File: src/rtl/fpu_pkg.sv
// Shared FPU types and widths for the rounding / post-normalization stage.
// Op codes, request bundle and source identifiers used by the round-stage arbiter.
package fpu_pkg;

  localparam int EXP_W     = 10;
  localparam int NFRAC_W   = 49;
  localparam int REM_W     = 27;
  localparam int RFRAC_W   = 25;
  // Tag field in the request bundle is sized for the widest tag a client may use.
  localparam int TAG_MAX_W = 16;

  typedef enum logic [2:0] {
    OP_ADD  = 3'd0,
    OP_SUB  = 3'd1,
    OP_MUL  = 3'd2,
    OP_DIV  = 3'd3,
    OP_SQRT = 3'd4
  } op_e;

  typedef enum logic {
    SRC_A = 1'b0,
    SRC_B = 1'b1
  } src_e;

  typedef struct packed {
    logic [2:0]           op;
    logic [EXP_W-1:0]     exponent;
    logic [NFRAC_W-1:0]   fraction;
    logic [REM_W-1:0]     remainder;
    logic [TAG_MAX_W-1:0] tag;
  } round_req_t;

  // Div/sqrt carry their discarded bits in the remainder, not in the fraction tail.
  function automatic logic uses_remainder_sticky(input logic [2:0] op);
    return (op == OP_DIV) || (op == OP_SQRT);
  endfunction

endpackage

File: src/rtl/round_rne_core.sv
// Combinational round-to-nearest-even of a 2.47 fraction down to 2.23,
// followed by a one-bit post-normalization shift with exponent increment.
module round_rne_core
  import fpu_pkg::*;
(
  input  logic [2:0]         op,
  input  logic [EXP_W-1:0]   exponent,
  input  logic [NFRAC_W-1:0] fraction,
  input  logic [REM_W-1:0]   remainder,
  output logic [EXP_W-1:0]   rnd_exponent,
  output logic [RFRAC_W-1:0] rnd_fraction
);

  logic               lsb_bit;
  logic               guard_bit;
  logic               round_bit;
  logic               sticky_bit;
  logic               round_up;
  logic [RFRAC_W-1:0] rounded;
  // The top integer bit is never set on a normalized input, so only [47:0] matter.
  logic               unused_int_bit;

  assign unused_int_bit = fraction[NFRAC_W-1];

  assign lsb_bit    = fraction[24];
  assign guard_bit  = fraction[23];
  assign round_bit  = fraction[22];
  assign sticky_bit = uses_remainder_sticky(op) ? (|remainder) : (|fraction[21:0]);
  assign round_up   = guard_bit && (round_bit || sticky_bit || lsb_bit);

  assign rounded = {1'b0, fraction[47:24]} + {{(RFRAC_W-1){1'b0}}, round_up};

  always_comb begin
    rnd_fraction = rounded;
    rnd_exponent = exponent;
    if (rounded[RFRAC_W-1]) begin
      rnd_fraction = rounded >> 1;
      rnd_exponent = exponent + {{(EXP_W-1){1'b0}}, 1'b1};
    end
  end

endmodule

File: src/rtl/round_stage_arbiter.sv
// Round-robin arbiter sharing one RNE rounding stage between the pipelined
// add/sub/mul path (src A) and the div/sqrt sequencer (src B); registered output.
// Optional performance counters are built when ROUND_ARB_PERF_CNT_EN is defined.
module round_stage_arbiter
  import fpu_pkg::*;
#(
  parameter int TAG_W = 4
) (
  input  logic                 clk,
  input  logic                 reset_n,

  input  logic                 a_valid,
  output logic                 a_ready,
  input  logic [2:0]           a_op,
  input  logic [EXP_W-1:0]     a_exponent,
  input  logic [NFRAC_W-1:0]   a_fraction,
  input  logic [REM_W-1:0]     a_remainder,
  input  logic [TAG_W-1:0]     a_tag,

  input  logic                 b_valid,
  output logic                 b_ready,
  input  logic [2:0]           b_op,
  input  logic [EXP_W-1:0]     b_exponent,
  input  logic [NFRAC_W-1:0]   b_fraction,
  input  logic [REM_W-1:0]     b_remainder,
  input  logic [TAG_W-1:0]     b_tag,

`ifdef ROUND_ARB_PERF_CNT_EN
  output logic [31:0]          perf_grant_a,
  output logic [31:0]          perf_grant_b,
  output logic [31:0]          perf_stall,
`endif

  output logic                 out_valid,
  input  logic                 out_ready,
  output logic [EXP_W-1:0]     out_exponent,
  output logic [RFRAC_W-1:0]   out_fraction,
  output logic [TAG_W-1:0]     out_tag,
  output logic                 out_src
);

  round_req_t         req [2];
  round_req_t         sel_req;
  logic [1:0]         req_valid;
  logic [1:0]         grant_vec;
  logic [1:0]         ready_vec;
  logic               load_en;
  logic               accept;
  src_e               rr_ptr_reg;
  src_e               rr_ptr_next;

  logic               out_valid_reg;
  logic [EXP_W-1:0]   out_exponent_reg;
  logic [RFRAC_W-1:0] out_fraction_reg;
  logic [TAG_W-1:0]   out_tag_reg;
  logic               out_src_reg;

  logic [EXP_W-1:0]   rnd_exponent;
  logic [RFRAC_W-1:0] rnd_fraction;
  // Bits of the wide tag field above TAG_W are always zero.
  logic [TAG_MAX_W-1:0] unused_tag;

  always_comb begin
    req[0]           = '0;
    req[0].op        = a_op;
    req[0].exponent  = a_exponent;
    req[0].fraction  = a_fraction;
    req[0].remainder = a_remainder;
    req[0].tag       = TAG_MAX_W'(a_tag);
    req[1]           = '0;
    req[1].op        = b_op;
    req[1].exponent  = b_exponent;
    req[1].fraction  = b_fraction;
    req[1].remainder = b_remainder;
    req[1].tag       = TAG_MAX_W'(b_tag);
  end

  assign req_valid = {b_valid, a_valid};
  assign load_en   = !out_valid_reg || out_ready;

  // A lone requester always wins; a tie goes to whichever source rr_ptr names.
  assign grant_vec[0] = req_valid[0] && (!req_valid[1] || (rr_ptr_reg == SRC_A));
  assign grant_vec[1] = req_valid[1] && (!req_valid[0] || (rr_ptr_reg == SRC_B));

  generate
    for (genvar gi = 0; gi < 2; gi++) begin : g_ready
      assign ready_vec[gi] = load_en && grant_vec[gi];
    end
  endgenerate

  assign a_ready = ready_vec[0];
  assign b_ready = ready_vec[1];
  assign accept  = |ready_vec;

  assign sel_req    = grant_vec[1] ? req[1] : req[0];
  assign unused_tag = sel_req.tag;

  round_rne_core u_round_rne_core (
    .op           (sel_req.op),
    .exponent     (sel_req.exponent),
    .fraction     (sel_req.fraction),
    .remainder    (sel_req.remainder),
    .rnd_exponent (rnd_exponent),
    .rnd_fraction (rnd_fraction)
  );

  // After a grant the other source gets priority on the next tie.
  always_comb begin
    rr_ptr_next = rr_ptr_reg;
    if (accept) begin
      rr_ptr_next = grant_vec[0] ? SRC_B : SRC_A;
    end
  end

  always_ff @(posedge clk or negedge reset_n) begin
    if (!reset_n) begin
      rr_ptr_reg       <= SRC_A;
      out_valid_reg    <= 1'b0;
      out_exponent_reg <= '0;
      out_fraction_reg <= '0;
      out_tag_reg      <= '0;
      out_src_reg      <= 1'b0;
    end else begin
      rr_ptr_reg <= rr_ptr_next;
      if (accept) begin
        out_valid_reg    <= 1'b1;
        out_exponent_reg <= rnd_exponent;
        out_fraction_reg <= rnd_fraction;
        out_tag_reg      <= sel_req.tag[TAG_W-1:0];
        out_src_reg      <= grant_vec[1];
      end else if (out_ready) begin
        out_valid_reg <= 1'b0;
      end
    end
  end

  assign out_valid    = out_valid_reg;
  assign out_exponent = out_exponent_reg;
  assign out_fraction = out_fraction_reg;
  assign out_tag      = out_tag_reg;
  assign out_src      = out_src_reg;

`ifdef ROUND_ARB_PERF_CNT_EN
  logic [31:0] perf_grant_reg [2];
  logic [31:0] perf_stall_reg;

  generate
    for (genvar gi = 0; gi < 2; gi++) begin : g_perf_grant
      always_ff @(posedge clk or negedge reset_n) begin
        if (!reset_n) begin
          perf_grant_reg[gi] <= '0;
        end else if (ready_vec[gi]) begin
          perf_grant_reg[gi] <= perf_grant_reg[gi] + 32'd1;
        end
      end
    end
  endgenerate

  always_ff @(posedge clk or negedge reset_n) begin
    if (!reset_n) begin
      perf_stall_reg <= '0;
    end else if ((|req_valid) && !load_en) begin
      perf_stall_reg <= perf_stall_reg + 32'd1;
    end
  end

  assign perf_grant_a = perf_grant_reg[0];
  assign perf_grant_b = perf_grant_reg[1];
  assign perf_stall   = perf_stall_reg;
`endif

endmodule

File: config.mk
export PLATFORM = sky130hd
export DESIGN_NAME = round_stage_arbiter
export DESIGN_NICKNAME = d
export VERILOG_FILES = /design/src/rtl/fpu_pkg.sv /design/src/rtl/round_rne_core.sv /design/src/rtl/round_stage_arbiter.sv
export SDC_FILE = /design/constraint.sdc
export NUM_CORES = 1
export LEC_CHECK = 0
export CAP_MARGIN = 20
export CORE_MARGIN = 2
export CORE_UTILIZATION = 38
export DETAILED_ROUTE_END_ITERATION = 8
export GPL_TIMING_DRIVEN = 0
export PLACE_DENSITY = 0.83
export SLEW_MARGIN = 20
export SYNTH_ARGS = -nofsm -noshare
export SYNTH_HDL_FRONTEND = slang
export SYNTH_HIERARCHICAL = 1
export SYNTH_SLANG_ARGS = --single-unit
File: constraint.sdc
create_clock -name clk -period 3.7 [get_ports clk]
set_input_delay 0.555 -clock clk [delete_from_list [all_inputs] [get_ports clk]]
set_output_delay 0.555 -clock clk [all_outputs]
set_load 0.01 [all_outputs]
==> impl_results.md <==
- First-pass iteration count of the detailed router: 4
- DRT Wirelength: 12,970 um
- # diodes: 0
- Die footprint: 10,440 um2
- Crit Path Max Fanout: 10
- CP max stage cell: sky130_fd_sc_hd__clkdlybuf4s50_1
- Worst path arrival time: 3680 ps
- Nets in the synthesized netlist: 549
- Final setup violating endpoints: 0
- Startpoint type of the worst setup path: input port
- Number of vias per cell: 5.148
- Number of DRC markers in iteration 0: 121
- Endpoints failing hold: 0
- Average size of a mapped cell: 10.29 um2
- Vertical extent of the die: 102.2 um
- Std-Cell Rows: 35
- GPL Wtd Cong: 0.7992
- Total via count in the routed design: 3,748
- Hold bufs inserted after CTS: 0
- Clock-pin slew of the registers on the worst-case setup and hold paths: 80 ps
- Max stage delay on crit path: 560 ps
- Maximum resistive drop on vdd: 0.2237 mV
- Critical setup path kind: input port to flip-flop
- Static leakage: 2.485 nW
- ANT nets after route: 0
- DIE WIDTH: 102.2 um
- Slew @ Worst Pin: 574.9 ps
- Root buf cell: sky130_fd_sc_hd__clkbuf_8
- YS warnings: 6
- Total number of nets in the final design: 791
- TritonCTS sink count: 42
- First-pass GRT wire length: 19,880 um
- Highest attainable clock frequency: 285.5 MHz
- Total clock buffers created by CTS: 5
- Nature of the critical path endpoint: flip-flop
- GRT Residual Overflow: 0
- Cells after DPL: 717
- Total track usage: 24.73%
- Initial standard-cell utilization of the core: 39.46%
- Share of post-route cells with drive strength above 1: 27.21%
- Layout Skew: 9.620 ps
- Max Slew Vio Count: 0
- Via count of the first global-routing pass: 4,052
- Post-route DRC violation count: 0
- Status: completed
- Final clock period utilization by the worst path: 94.65%
- Core occupancy in the finished layout: 67.86%
- DP Wirelength: 10,780 um
- Pin count of the biggest net entering global routing: 27
- I/O pin count: 234
- Cells traversed along the worst timing path: clkdlybuf4s50_1 -> nand2b_2 -> nand2_4 -> buf_2 -> mux2_2 -> and3_1 -> buf_2 -> nor2b_1 -> clkbuf_2 -> and3_1 -> buf_4 -> buf_4 -> nand2_1 -> nand2_1 -> mux2_2
- Final standard cell count with taps included and fillers excluded: 728
- Hold/Removal Path Class: input port to async pin
- Max-Cap Viols: 0
- Buffers added on ports: 231
- Post-Synthesis Cells: 356
- Number of antenna violations at the first check in global routing: 0
- Final period demand of the worst path: 3502 ps
- Max clock buf depth: 2
- Worst endpoint required time: 3880 ps
- Layout area overhead: 71.96%
- Placeable core region: 9284 um2
- Worst rel slew slack: 61.38%
- Largest register FFs: 25
- Clock tree from TritonCTS: built
- Post-synthesis instance area: 3664 um2
- Clock latency reported for the late side of the worst-skew pair: 290 ps
- Average wire per standard cell: 17.81 um
- Pwr per Cell Area: 293.1 nW/um2
- Depth of the CTS H-tree: 2
## final cells by class
| class | count | area [um2] |
|---|---|---|
| clock buffer | 7 | 76.32 |
| sequential | 42 | 1051 |
| timing repair buffer | 235 | 2350 |
| inverter | 3 | 11.26 |
| clock inverter | 1 | 30.03 |
| fill | 747 | 2984 |
| multi-input combinational | 290 | 2475 |
| buffer | 21 | 145.1 |
| tap | 129 | 161.4 |
## routing by layer
| metal | vias to the layer above | wire length (um) | track usage [%] |
|---|---|---|---|
| met5 | - | 0 | 0 |
| met2 | 155 | 6611 | 44.74 |
| li1 | 1791 | - | - |
| met4 | 0 | 357 | 8.615 |
| met3 | 31 | 919 | 5.609 |
| met1 | 1771 | 5079 | 28.69 |
## layout by cell type, fill, tap and decap left out, types with 2 or more instances in the layout
cell type                         count
sky130_fd_sc_hd__nand4_1             12
sky130_fd_sc_hd__and2_1               2
sky130_fd_sc_hd__nand2b_1             3
sky130_fd_sc_hd__buf_2               11
sky130_fd_sc_hd__nand3_1             15
sky130_fd_sc_hd__dfrtp_1             42
sky130_fd_sc_hd__and3_1              14
sky130_fd_sc_hd__clkdlybuf4s50_1    230
sky130_fd_sc_hd__mux2_4               6
sky130_fd_sc_hd__nor2b_1              2
sky130_fd_sc_hd__xor2_1               9
sky130_fd_sc_hd__clkbuf_1             3
sky130_fd_sc_hd__nand2_1             21
sky130_fd_sc_hd__buf_6                5
sky130_fd_sc_hd__a21oi_1             10
sky130_fd_sc_hd__buf_4                6
sky130_fd_sc_hd__mux2_2             118
sky130_fd_sc_hd__nor3_1               2
sky130_fd_sc_hd__o21ai_0              5
sky130_fd_sc_hd__nor2_1              17
sky130_fd_sc_hd__clkbuf_8             5
sky130_fd_sc_hd__inv_1                3
sky130_fd_sc_hd__and4_1               2
sky130_fd_sc_hd__xnor2_1             17
sky130_fd_sc_hd__nor4_1              12
sky130_fd_sc_hd__a31oi_1              7
## worst max-delay path, delay by kind of cell
kind / cells / cell delay (ps)
AND/OR/NAND/NOR: 7 / 960
buffers and inverters: 6 / 1520
multiplexers: 2 / 650
## power breakdown
group	total, mW	switching, mW	leakage, nW	internal, mW
Combinational	0.891	0.326	1.95	0.565
Sequential	0.598	0.0515	0.486	0.547
Clock	0.357	0.155	0.0524	0.202
## metrics by stage
step | area [um2] | hold WS [ps] | worst slack [ps] | power (mW) | TNS [ps]
after CTS | 6266 | 185.8 | 7.793 | 1.854 | 0
after detailed placement | 6152 | 494.7 | -466.1 | 1.492 | -12470
final | 6300 | 181.9 | 198.0 | 1.846 | 0
after floorplan | 3664 | 259.4 | 628.4 | 1.016 | 0
after global routing | 6300 | 200.5 | -18.58 | 1.956 | -57.90
after global placement | 6137 | 478.9 | -443.7 | 1.461 | -11230
## final timing paths
check | end | start | slack [ps] | depth (start not counted)
worst max register to register | out_exponent[1] | rr_ptr_reg | 490 | 14
max in group asynchronous | out_fraction[18] | reset_n | 3040 | 2
worst min register to register | out_exponent[4] | out_exponent[4] | 510 | 1
worst min-delay path | out_fraction[24] | reset_n | 180 | 1
worst max-delay path | out_exponent[1] | a_valid | 200 | 15
min in group clk | out_exponent[4] | out_exponent[4] | 510 | 1
## timing repair
| action | CTS | global route |
|---|---|---|
| setup buffers | 1 | 2 |
| hold endpoints to repair | 0 | 0 |
| setup endpoints to repair | 22 | 34 |
| pin swaps | 1 | 3 |
| resized for setup | 0 | 7 |
(Power assumes the default switching activity.)
